## src/rtl/ysyx_24090012_axi_arbiter.sv

```systemverilog
// Two-master / one-slave AXI4 arbiter: IFU (m0, read-only) and LSU (m1, read/write)
// share io_master one whole transaction at a time, with round-robin grants.
module ysyx_24090012_axi_arbiter #(
  parameter int ID_W = 4
) (
  input  logic            clock,
  input  logic            reset,
  // IFU read
  input  logic            m0_arvalid,
  output logic            m0_arready,
  input  logic [31:0]     m0_araddr,
  input  logic [ID_W-1:0] m0_arid,
  input  logic [7:0]      m0_arlen,
  input  logic [2:0]      m0_arsize,
  input  logic [1:0]      m0_arburst,
  output logic            m0_rvalid,
  input  logic            m0_rready,
  output logic [31:0]     m0_rdata,
  output logic [1:0]      m0_rresp,
  output logic [ID_W-1:0] m0_rid,
  output logic            m0_rlast,
  // LSU read
  input  logic            m1_arvalid,
  output logic            m1_arready,
  input  logic [31:0]     m1_araddr,
  input  logic [ID_W-1:0] m1_arid,
  input  logic [7:0]      m1_arlen,
  input  logic [2:0]      m1_arsize,
  input  logic [1:0]      m1_arburst,
  output logic            m1_rvalid,
  input  logic            m1_rready,
  output logic [31:0]     m1_rdata,
  output logic [1:0]      m1_rresp,
  output logic [ID_W-1:0] m1_rid,
  output logic            m1_rlast,
  // LSU write
  input  logic            m1_awvalid,
  output logic            m1_awready,
  input  logic [31:0]     m1_awaddr,
  input  logic [ID_W-1:0] m1_awid,
  input  logic [7:0]      m1_awlen,
  input  logic [2:0]      m1_awsize,
  input  logic [1:0]      m1_awburst,
  input  logic            m1_wvalid,
  output logic            m1_wready,
  input  logic [31:0]     m1_wdata,
  input  logic [3:0]      m1_wstrb,
  input  logic            m1_wlast,
  output logic            m1_bvalid,
  input  logic            m1_bready,
  output logic [1:0]      m1_bresp,
  output logic [ID_W-1:0] m1_bid,
  // shared slave-facing port
  output logic            io_master_arvalid,
  input  logic            io_master_arready,
  output logic [31:0]     io_master_araddr,
  output logic [ID_W-1:0] io_master_arid,
  output logic [7:0]      io_master_arlen,
  output logic [2:0]      io_master_arsize,
  output logic [1:0]      io_master_arburst,
  input  logic            io_master_rvalid,
  output logic            io_master_rready,
  input  logic [31:0]     io_master_rdata,
  input  logic [1:0]      io_master_rresp,
  input  logic [ID_W-1:0] io_master_rid,
  input  logic            io_master_rlast,
  output logic            io_master_awvalid,
  input  logic            io_master_awready,
  output logic [31:0]     io_master_awaddr,
  output logic [ID_W-1:0] io_master_awid,
  output logic [7:0]      io_master_awlen,
  output logic [2:0]      io_master_awsize,
  output logic [1:0]      io_master_awburst,
  output logic            io_master_wvalid,
  input  logic            io_master_wready,
  output logic [31:0]     io_master_wdata,
  output logic [3:0]      io_master_wstrb,
  output logic            io_master_wlast,
  input  logic            io_master_bvalid,
  output logic            io_master_bready,
  input  logic [1:0]      io_master_bresp,
  input  logic [ID_W-1:0] io_master_bid,
  // debug
  output logic [1:0]      arb_state,
  output logic            arb_owner
);

  typedef enum logic [1:0] {IDLE = 2'd0, RD = 2'd1, WR = 2'd2} state_t;

  state_t state_q, state_d;
  logic   owner_q, owner_d;
  logic   last_q, last_d;
  logic   req0, req1, grant;
  logic   rd, wr;

  always_ff @(posedge clock) begin
    if (reset) begin
      state_q <= IDLE;
      owner_q <= 1'b0;
      last_q  <= 1'b0;
    end else begin
      state_q <= state_d;
      owner_q <= owner_d;
      last_q  <= last_d;
    end
  end

  assign req0 = m0_arvalid;
  assign req1 = m1_arvalid | m1_awvalid;

  always_comb begin
    state_d = state_q;
    owner_d = owner_q;
    last_d  = last_q;
    grant   = 1'b0;
    case (state_q)
      IDLE: if (req0 | req1) begin
        // Tie goes to whoever was not granted last; last resets to 0 so LSU wins first.
        grant   = (req0 & req1) ? ~last_q : req1;
        owner_d = grant;
        last_d  = grant;
        state_d = (grant & m1_awvalid) ? WR : RD;
      end
      RD: if (io_master_rvalid & io_master_rready & io_master_rlast) state_d = IDLE;
      WR: if (io_master_bvalid & io_master_bready) state_d = IDLE;
      default: state_d = IDLE;
    endcase
  end

  assign rd = (state_q == RD);
  assign wr = (state_q == WR);

  // Read path: owner's AR/R wired straight through, non-owner held off.
  assign io_master_arvalid = rd & (owner_q ? m1_arvalid : m0_arvalid);
  assign io_master_araddr  = owner_q ? m1_araddr  : m0_araddr;
  assign io_master_arid    = owner_q ? m1_arid    : m0_arid;
  assign io_master_arlen   = owner_q ? m1_arlen   : m0_arlen;
  assign io_master_arsize  = owner_q ? m1_arsize  : m0_arsize;
  assign io_master_arburst = owner_q ? m1_arburst : m0_arburst;
  assign io_master_rready  = rd & (owner_q ? m1_rready : m0_rready);

  assign m0_arready = rd & ~owner_q & io_master_arready;
  assign m1_arready = rd &  owner_q & io_master_arready;
  assign m0_rvalid  = rd & ~owner_q & io_master_rvalid;
  assign m1_rvalid  = rd &  owner_q & io_master_rvalid;
  assign m0_rdata   = io_master_rdata;
  assign m0_rresp   = io_master_rresp;
  assign m0_rid     = io_master_rid;
  assign m0_rlast   = io_master_rlast;
  assign m1_rdata   = io_master_rdata;
  assign m1_rresp   = io_master_rresp;
  assign m1_rid     = io_master_rid;
  assign m1_rlast   = io_master_rlast;

  // Write path: only the LSU ever owns WR; AW and W complete independently.
  assign io_master_awvalid = wr & m1_awvalid;
  assign io_master_awaddr  = m1_awaddr;
  assign io_master_awid    = m1_awid;
  assign io_master_awlen   = m1_awlen;
  assign io_master_awsize  = m1_awsize;
  assign io_master_awburst = m1_awburst;
  assign io_master_wvalid  = wr & m1_wvalid;
  assign io_master_wdata   = m1_wdata;
  assign io_master_wstrb   = m1_wstrb;
  assign io_master_wlast   = m1_wlast;
  assign io_master_bready  = wr & m1_bready;

  assign m1_awready = wr & io_master_awready;
  assign m1_wready  = wr & io_master_wready;
  assign m1_bvalid  = wr & io_master_bvalid;
  assign m1_bresp   = io_master_bresp;
  assign m1_bid     = io_master_bid;

  assign arb_state = state_q;
  assign arb_owner = owner_q;

endmodule

```

## config.mk

```make
export PLATFORM = sky130hd
export DESIGN_NAME = ysyx_24090012_axi_arbiter
export DESIGN_NICKNAME = d
export VERILOG_FILES = /design/src/rtl/ysyx_24090012_axi_arbiter.sv
export SDC_FILE = /design/constraint.sdc
export NUM_CORES = 1
export LEC_CHECK = 0
export ABC_AREA = 1
export CAP_MARGIN = 0
export CELL_PAD_IN_SITES_DETAIL_PLACEMENT = 0
export CELL_PAD_IN_SITES_GLOBAL_PLACEMENT = 1
export CORE_AREA = 5 5 183 185
export CTS_CLUSTER_DIAMETER = 150
export DETAILED_ROUTE_END_ITERATION = 10
export DIE_AREA = 0 0 188 190
export HOLD_SLACK_MARGIN = 0.15
export PLACE_DENSITY_LB_ADDON = 0.25
export SETUP_SLACK_MARGIN = 0.5
export SKIP_CTS_REPAIR_TIMING = 1
export SYNTH_ARGS = -nofsm -noshare
export SYNTH_HDL_FRONTEND = slang
export SYNTH_SLANG_ARGS = --single-unit
```

## constraint.sdc

```tcl
create_clock -name clock -period 2.3 [get_ports clock]
set_clock_uncertainty 0.15 [all_clocks]
set_input_delay 0.46 -clock clock [delete_from_list [all_inputs] [get_ports clock]]
set_output_delay 0.46 -clock clock [all_outputs]
set_load 0.02 [all_outputs]
```

* Yosys cells after proc, flatten, opt, wreduce, memory -nomap -nowiden *
Cells that the tools add are included.

word-level totals
  register bits = 3
  word-level logic and storage cells = 45

cells by class
  equal/unequal tests = 5
  mux-type cells = 13
  bitwise logic cells = 22
  reductions and logical operators = 3

operators with widths
  kind                number
  $mux 32             1
  $and 1x1->1         19
  $mux 2              5
  $mux 8              1
  $pmux 2 s3          1
  $mux 4              1
  $ne 2x1->1 const B  2
  $mux 1              3
  $mux 3              1
  $reduce_and 3->1    1
  $eq 2x1->1 const B  1
  $eq 2x2->1 const B  1
  $logic_not 2->1     1
  $ne 2x2->1 const B  1
  $or 1x1->1          2
  $reduce_and 2->1    1
  $not 1->1           1

* Depth between registers and ports, before layout *
  depth in word-level cells = 7
  mapped depth = 9
  mapped depth without buffers = 8

* Least setup slack after synthesis *
Ideal clock, no wire load.

  path kind = reg2out
  from = register last_q (netlist name)
  to = output io_master_arvalid
  arrival time = 1.156 ns
  data required time = 1.690 ns
  path slack = 0.534 ns
  stages on the path, launching flop included = 6
  path buffers = 2
  cell sequence = dfxtp_1 -> buf_6 -> inv_2 -> buf_4 -> nand2_1 -> o22ai_1

RTL lines
  what       RTL line  text
  to (decl)  54        output logic io_master_arvalid,

==> flow_summary.yaml <==
timing:
  slew_viol_final: 0
  layout_min_cycle_time_ns: 1.92
  fin_crit_sh_pct: 83.3
  worstMarginPinSlew_ns: 0.280
  setup_viol: 0
  max_slew_margin_pct: 81.3
  rsz0062_at_grt: "true"
  max_freq_ghz: 0.522
  finalHoldViolations: 0
  setup_tns_ns: 0
clock_tree:
  path_clk_slew_ns: 0.03
  worstSkewPairLatency_ns: 0.22
  clock-sinks: 3
  numCtsBuffers: 3
  h-tree-depth: 1
  cts_root_buffer: "clkbuf_16"
  cts_tree: "yes"
  cts_buffer_depth: 2
power:
  peakVddDrop_uv: 188
  power_density_nw_per_um2: 450
  leakage_nw: 1.95
  total_power_w: 0.00164
critical_path:
  start_kind: "register"
  crit_family: "buffers and inverters"
  crit_buf_inv: 3
  cp-startpoint: "last_q"
  critPathMaxStageDelay_ns: 0.39
  cp-end-kind: "primary output"
  path_max_fanout: 7
  r2r_start: "last_q"
  crit_type: "register to primary output"
  cp.required_ns: 1.69
  worstPathCellList: "buf_6 > buf_12 > nand2_4 > o22ai_1 > buf_4"
  crit_slowest_cell: "dfxtp_4"
  crit_arrival_ns: 1.31
hold_path:
  min_from: "io_master_bvalid"
  hold_path_class: "primary input to register"
floorplanning:
  die_y_um: 190
  start_util_pct: 6.87
  rows: 66
  pin_count: 477
  dieWidth_um: 188
  core_area_um2: 31900
  dieArea_um2: 35700
finish:
  final_util_pct: 11.5
  final_cell_mix: "nand2_1, clkdlybuf4s50_1, dlymetal6s2s_1"
  num_antenna_cells: 0
  drive_gt1_share_pct: 31.3
  nets: 659
  syn_to_final_growth_pct: 66.8
  layout_commonest_cell: "nand2_1"
yosys:
  yosysUniqueCellTypes: 17
  yosys_warnings: 0
  ys_seq_area_share_pct: 2.74
  synth_area_um2: 2190
  syn_area_per_cell_um2: 5.68
  synth_seq_cells: 3
  synth_nets: 629
  syn_inst: 386
detailed_routing:
  viasPerCell: 2.63
  routed_wl_mm: 11.2
  route.vias.total: 2162
  wire_per_inst_um: 13.7
  drc: 0
  drt_pass1_iterations: 4
  ant_nets: 0
  drt_iter0_drc: 23
global_route:
  grt_pass1_wl_mm: 14.4
  grt_max_degree: 28
  antenna_found_initial: 0
  grt_pass1_vias: 2319
  grt-ovfl-total: 0
  grt_usage_pct: 5.25
placed_design:
  globalplace.congestion: 0.641
  place_hpwl_mm: 8.85
  numPortBuffers: 178
job:
  cap_violations: 0
outcome:
  status: "finished clean"
## worst paths after layout
kind | endpoint | depth (start not counted) | slack (ns)
setup / recovery | io_master_arvalid | 5 | 0.38
hold / removal | arb_state[1] | 4 | 0.44
setup reg to reg | arb_state[0] | 9 | 0.73
hold reg to reg | arb_state[1] | 3 | 0.45
## cell type report
| type | count | area [µm²] |
|---|---|---|
| Inverter | 19 | 78.8 |
| Clock buffer | 4 | 78.8 |
| Fill cell | 3763 | 28200 |
| Multi-Input combinational cell | 183 | 820 |
| Tap cell | 408 | 510 |
| Timing Repair Buffer | 206 | 2100 |
| Sequential cell | 3 | 68.8 |
## tightest hold or removal path, cell delays in order
cell	delay, ns
dlymetal6s2s_1	0.10
nand2_1	0.06
nand2_1	0.09
a21oi_1	0.06
## where the power goes
part | switching, W | internal, W | leakage (nW)
logic | 0.000664 | 0.000624 | 1.89
registers | 0.0000151 | 0.0000637 | 0.0264
clock network | 0.0000473 | 0.000229 | 0.0382
total | 0.000727 | 0.000916 | 1.95
## through the flow
stage	area [µm²]	setup slack [ns]	hold slack [ns]	std cells
finish	3650	0.385	0.441	823
global route	3650	0.320	0.478	823
CTS	3370	-0.115	0.530	812
detailed placement	3290	-0.0873	0.525	808
global placement	3290	-0.0835	0.520	808
floorplan	2190	0.534	0.379	386
## cell usage after synthesis, drive strengths merged
library cell | n | area share, %
o22ai | 1 | 0.29
nor2 | 14 | 3.0
and2 | 1 | 0.29
o21ai | 2 | 0.46
clkinv | 1 | 0.17
nand2 | 159 | 27
dfxtp | 3 | 2.7
inv | 18 | 3.1
nand3 | 3 | 0.69
a21oi | 2 | 0.46
a211oi | 1 | 0.34
buf | 181 | 61
## layer usage
| metal | share of wire (%) | vias up | global-route usage, % | wire length (µm) |
|---|---|---|---|---|
| li1 | - | 1030 | - | - |
| met1 | 35 | 874 | 4.97 | 3990 |
| met2 | 46 | 178 | 8.72 | 5220 |
| met3 | 12 | 80 | 2.77 | 1310 |
| met4 | 6.4 | 0 | 3.81 | 717 |
| met5 | 0 | - | 0 | 0 |
## flip-flops by register name, indices dropped and copies added, names as in the netlist
signal and flops:
arb_state 2, last_q 1
## kinds of logic after synthesis
family	share of synthesized area, %
simple gates	31.2
compound gates	1.54
buf+inv	64.5
flops	2.74
Power figures use the tool's default switching activity.
